==> src/rtl/present_ctr.sv <==
// CTR-mode front end for an iterative PRESENT-80 core: keeps one keystream
// block ready ahead and XORs it into a single-entry valid/ready data stream.
module present_ctr (
  input  logic              clk,
  input  logic              rst_n,
  input  logic              cfg_valid,
  output logic              cfg_ready,
  input  logic [80-1:0]     cfg_key,
  input  logic [64-1:0]     cfg_iv,
  input  logic              in_valid,
  output logic              in_ready,
  input  logic [64-1:0]     in_data,
  output logic              out_valid,
  input  logic              out_ready,
  output logic [64-1:0]     out_data,
  output logic              core_start,
  output logic [80-1:0]     core_key,
  output logic [64-1:0]     core_block,
  input  logic [64-1:0]     core_ct,
  input  logic              core_done
);

  localparam int unsigned BLK_W   = 64;
  localparam int unsigned GCNT_W  = 2;
  localparam logic [GCNT_W-1:0] DONE_ARM = GCNT_W'(2);

  typedef enum logic [1:0] {
    IDLE  = 2'd0,
    GEN   = 2'd1,
    READY = 2'd2
  } state_t;

  state_t              state;
  logic [BLK_W-1:0]    ctr;
  logic [BLK_W-1:0]    ks_reg;
  logic [GCNT_W-1:0]   gen_cnt;
  logic                cfg_fire;
  logic                in_fire;

  // Handshake qualifiers: decoded from registered state plus the downstream ready.
  assign cfg_ready = (state != GEN);
  assign in_ready  = (state == READY) && (!out_valid || out_ready);
  assign cfg_fire  = cfg_valid && cfg_ready;
  assign in_fire   = in_valid && in_ready;

  // core_key doubles as the held key; it only moves when a new config is taken.
  always_ff @(posedge clk or negedge rst_n) begin
    if (!rst_n) begin
      state      <= IDLE;
      out_valid  <= 1'b0;
      out_data   <= '0;
      core_start <= 1'b0;
      core_key   <= '0;
      core_block <= '0;
      ctr        <= '0;
      ks_reg     <= '0;
      gen_cnt    <= '0;
    end else begin
      core_start <= 1'b0;

      if (in_fire) begin
        out_data  <= in_data ^ ks_reg;
        out_valid <= 1'b1;
      end else if (out_ready) begin
        out_valid <= 1'b0;
      end

      case (state)
        IDLE, READY: begin
          // A simultaneous data word still uses the old ks_reg (above); config wins the core.
          if (cfg_fire) begin
            core_key   <= cfg_key;
            core_block <= cfg_iv;
            ctr        <= cfg_iv;
            core_start <= 1'b1;
            gen_cnt    <= '0;
            state      <= GEN;
          end else if (in_fire) begin
            core_block <= ctr;
            core_start <= 1'b1;
            gen_cnt    <= '0;
            state      <= GEN;
          end
        end
        GEN: begin
          // core_done may be stale from the previous run for the first two cycles.
          if (gen_cnt != DONE_ARM) begin
            gen_cnt <= gen_cnt + GCNT_W'(1);
          end else if (core_done) begin
            ks_reg <= core_ct;
            ctr    <= ctr + BLK_W'(1);
            state  <= READY;
          end
        end
        default: state <= IDLE;
      endcase
    end
  end

endmodule
==> config.mk <==
export PLATFORM = sky130hd
export DESIGN_NAME = present_ctr
export DESIGN_NICKNAME = d
export VERILOG_FILES = /design/src/rtl/present_ctr.sv
export SDC_FILE = /design/constraint.sdc
export NUM_CORES = 1
export LEC_CHECK = 0
export CAP_MARGIN = 25
export CORE_MARGIN = 5
export CORE_UTILIZATION = 35
export DETAILED_ROUTE_END_ITERATION = 10
export DONT_BUFFER_PORTS = 1
export PLACE_DENSITY_LB_ADDON = 0.1
export SETUP_SLACK_MARGIN = 0.3
export SLEW_MARGIN = 20
export SYNTH_ARGS = -nofsm -noshare
export SYNTH_HDL_FRONTEND = slang
export SYNTH_SLANG_ARGS = --single-unit
==> constraint.sdc <==
create_clock -name clk -period 2.1 [get_ports clk]
set_input_delay 0.21 -clock clk [delete_from_list [all_inputs] [get_ports clk]]
set_output_delay 0.21 -clock clk [all_outputs]
set_load 0.05 [all_outputs]
# == Word level (Yosys, flattened, before mapping) ==
# Cells that the tools add are included.
# word_totals
in_bits,278
out_inout_bits,212
elab_cells,58
ff_bits,342
# op_classes
bitwise_logic,2
mux,20
n_eq_ne,9
addsub,2
n_reduce_logical,16
# op_table
cell,count
64-bit 2-to-1 mux,5
64-bit case mux with 2 select lines,1
64-bit by 1-bit adder with 64-bit output (second input constant),1
64-bit bitwise XOR,1
2-bit 2-to-1 mux,7
2-bit inequality test (second input constant),5
3-bit AND reduction,3
2-bit case mux with 2 select lines,2
2-bit nonzero test,3
1-bit 2-to-1 mux,5
2-bit AND reduction,2
4-bit AND reduction,1
1-bit logical AND,3
3-bit inequality test (second input constant),1
2-bit by 1-bit adder with 2-bit output (second input constant),1
2-bit by 1-bit equality test with 1-bit output (second input constant),1
2-bit equality test (second input constant),1
2-bit zero test,1
2-bit by 1-bit inequality test with 1-bit output (second input constant),1
2-bit OR reduction,1
1-bit zero test,1
1-bit logical OR,1
1-bit inverter,1

# == Longest topological paths before layout ==
# logic_depth
word_depth,7
depth_mapped,9
depth_no_buf,7

# == Worst setup path before layout ==
# OpenSTA, ideal clock, no wires.
# synth_timing
kind,register to register
start,register out_valid
end,register gen_cnt[0]
setup_time_ps,155
stages_incl_launch_ff,8
t_arrival_ps,2359
path_slack_ps,-414
period_less_slack_ps,2514
n_path_buf,2
t_required_ps,1945
cell_sequence,dfrtp_1 nand2b_1 nor2b_1 a21oi_1 clkbuf_1 clkbuf_1 o211ai_1 o31ai_1
# synth_via
elab_chain_cells,6
# synth_rtl
element,line,source
from (decl),13,"output logic out_valid,"
from (signal assigned),50,out_valid <= 1'b0;
from (signal assigned),63,out_valid <= 1'b1;
from (signal assigned),65,out_valid <= 1'b0;
1-bit zero test,42,assign in_ready = (state == READY) && (!out_valid || out_ready);
1-bit logical OR,42,
1-bit logical AND,42,
via in_ready,11,"output logic in_ready,"
1-bit logical AND,44,assign in_fire = in_valid && in_ready;
3-bit inequality test (no source line),-,
3-bit AND reduction (no source line),-,
to (signal assigned),88,gen_cnt <= gen_cnt + GCNT_W'(1);
to (decl),36,logic [GCNT_W-1:0] gen_cnt;
# The timed path passes the listed nets, and every way through them passes these cells.
# A chain may end at the register's enable or synchronous reset.

# == Worst setup path after layout ==
# layout_timing
start,register ctr[1]
end,register ctr[59]
# layout_via
elab_chain_cells,4
# layout_rtl
element,line,source
from (decl),34,logic [BLK_W-1:0] ctr;
from (signal assigned),74,ctr <= cfg_iv;
from (signal assigned),91,ctr <= ctr + BLK_W'(1);
64-bit by 1-bit adder with 64-bit output,91,
64-bit 2-to-1 mux,89,end else if (core_done) begin
64-bit 2-to-1 mux,87,if (gen_cnt != DONE_ARM) begin
64-bit case mux with 2 select lines,68,case (state)
# No other way between the ends. The select of a mux whose other input is x is not followed.

==> impl_metrics.json <==
{
  "status": "complete, but fails checks",
  "violations": "hold timing",
  "core_um2": 44500,
  "io_buffers": 0,
  "synth_cell_type_count": 64,
  "start_util": 0.355,
  "synthArstFlopShare": 1.00,
  "min_path_type": "input pin to async pin",
  "largest-register": "core_key",
  "syn-num-nets": 2025,
  "required_ps": 2580,
  "grt_use_total": 0.227,
  "fin_crit_sh": 0.967,
  "finClkSkew_ps": 14.2,
  "rsz0062_at_grt": "true",
  "tightest_slew_ps": 638,
  "yosys_warnings": 0,
  "cts_tree": "yes",
  "endpoint_kind": "register",
  "ir_worst_vdd_uv": 757,
  "path_max_fanout": 5,
  "cts.root.buffer_cell": "clkbuf_16",
  "place_ws_ps": -43.2,
  "route.detailed.drc": 0,
  "vias": 14500,
  "ff_latch_area_um2": 8570,
  "power_density_nw_per_um2": 1660,
  "cts.sinks": 342,
  "numCtsBuffers": 40,
  "largest_reg_flops": 80,
  "rr_worst_depth": 8,
  "antenna_found_initial": 5,
  "slowest_stage": "dfrtp_1",
  "multi_input_area_um2": 7420,
  "r2r-start": "ctr[1]",
  "cp.arrival_ps": 2510,
  "crit_top_cell": "buf_4",
  "clk_latency_ps": 560,
  "synth_area_per_cell_um2": 9.06,
  "wl_per_cell_um": 22.2,
  "final_nets": 2395,
  "postRouteAntennaNets": 0,
  "grt_pass1_vias": 14500,
  "n_fill_cell": 4058,
  "r2r_slack_ps": 70,
  "wl_um": 60700,
  "ctsHoldBuffers": 278,
  "cts_max_path_buffers": 3,
  "drv_cap": 0,
  "fmax_mhz": 492,
  "final_core_util": 0.513,
  "cts.clk_slew.worst_paths_ps": 60,
  "grt_overflow_total": 0,
  "critical_path.startpoint_type": "register",
  "drive_above_1_share": 0.164,
  "ys.flop_type": "dfrtp_1",
  "worst_slack_ps": 68.7,
  "gp_congestion": 0.824,
  "drt_iter0_drc": 1047,
  "slew_viol_final": 0,
  "dieArea_um2": 49500,
  "critPathKind": "register to register",
  "holdWs_ps": -646,
  "p_leak_nw": 10.6,
  "path_cells": "buf_4 -> nand4_1 -> nor4_2 -> buf_4 -> nand4_1 -> buf_4 -> o21a_1 -> nor3_1",
  "io_pins": 490,
  "seq_area_frac_synth": 0.541,
  "netlist_area_um2": 15800,
  "syn_inst": 1745,
  "slew_headroom": 0.575,
  "dp_hpwl_um": 38000,
  "die_w_um": 223,
  "synth_seq_cells": 342,
  "crit_path_max_incr_delay_ps": 380,
  "grt_pass1_wl_um": 89900,
  "grt_max_degree": 343,
  "period_minus_slack_ps": 2030,
  "via_per_inst": 5.29,
  "syn2layout_area_growth_pct": 44.3,
  "num_rows": 77,
  "final-hold-violation-count": 342,
  "dieHeight_um": 223,
  "r2r-end": "ctr[59]",
  "cts_max_level": 2,
  "synth-edff-count": 0,
  "firstDrtPassIters": 5,
  "finalSetupViolCount": 0
}
routing by layer:
layer / vias up / track usage / part of all wire / routed length (um)
li1: 6700 / - / - / -
met1: 7119 / 0.300 / 0.42 / 25300
met2: 583 / 0.377 / 0.48 / 29100
met3: 90 / 0.0554 / 0.082 / 4960
met4: 4 / 0.0583 / 0.022 / 1310
met5: - / 0 / 0.00041 / 25
cells in the mapped netlist, types with 12 or more instances:
master,instances,area [um2]
nor2_1,54,203
nor3_1,38,190
mux2i_1,70,701
nand2_1,609,2290
nor4_1,13,81.3
o21ai_0,156,781
or3_1,12,75.1
and3_1,17,106
a21oi_1,41,205
nand4_1,26,163
dfrtp_1,342,8560
xnor2_1,64,561
buf_2,15,75.1
nand3_1,35,175
clkbuf_1,86,323
cell usage in the layout (no fill, tap or decap), types with 8 or more instances in the layout:
master           n
nand2_1        605
a31oi_1         10
nand3_1         28
and3_1          12
buf_4          108
buf_12          10
clkbuf_16       47
mux2i_1         69
buf_6           27
a21oi_1         34
clkbuf_1         9
o21ai_0        147
nor3_2          10
o22a_1           9
o21ai_1          9
dfrtp_1        330
nor2_1          49
xnor2_1         64
clkbuf_8        11
nand4_1         26
a211oi_2         8
dlygate4sd3_1  278
dfrtp_2         12
nor3_1          25
or3_1           11
layout make-up:
cell class / count / area share
Clock buffer: 61 / 0.0531
Clock inverter: 12 / 0.00866
Inverter: 8 / 0.00153
Sequential cell: 342 / 0.376
Tap cell: 592 / 0.0325
Timing Repair Buffer: 443 / 0.203
Multi-Input combinational cell: 1280 / 0.325
Antenna cell: 2 / 0.000219
critical path: cells and delay by family (launching register included):
family | cells | cell delay (ps)
AOI/OAI and AO/OA | 1 | 170
buffers and inverters | 3 | 550
DFF | 1 | 380
and+or+nand+nor | 4 | 850
worst max-delay path by stage:
stage          startpoint       to  slack [ps]  cells after the start
6_report           ctr[1]  ctr[59]          70                      8
5_1_grt            ctr[1]  ctr[23]           5                      7
4_1_cts            ctr[0]  ctr[46]          30                      8
3_5_place_dp       ctr[1]  ctr[48]         -40                      6
3_3_place_gp      ctr[30]  ctr[48]          20                      6
2_1_floorplan  gen_cnt[0]  ctr[63]          60                      8
kinds of logic after synthesis:
family	count (synthesis)	synth area share
compound gates	291	0.110
mux	70	0.0443
xor+xnor	64	0.0354
buf+inv	123	0.0311
fa+ha+maj	2	0.00158
simple gates	853	0.236
flops	342	0.541
per-stage QoR:
stage                     std cells  setup TNS (ps)  hold slack [ps]  power (mW)  area, um2
after floorplan                1745               0            -85.6        24.4      15900
after global placement         2318               0            -77.0        27.8      17100
after detailed placement       2318           -48.3            -74.4        28.0      17100
after CTS                      2704               0             -684        37.0      22000
after global routing           2739               0             -673        39.9      22800
final                          2740               0             -646        37.8      22800
power breakdown:
part / internal (mW) / switching, mW
Combinational: 5.21 / 6.32
Sequential: 9.47 / 9.32
Clock: 4.60 / 2.88
Total: 19.3 / 18.5
what timing repair did:
| action | in CTS | in global routing |
|---|---|---|
| pin swaps | 35 | 57 |
| endpoints found under the hold margin | 670 | 342 |
| buffers inserted | 28 | 27 |
| endpoints found under the setup margin | 173 | 214 |
| gates cloned | 7 | 7 |
| gates resized for setup | 67 | 94 |
Note: power is estimated with default switching activity, not from simulation.
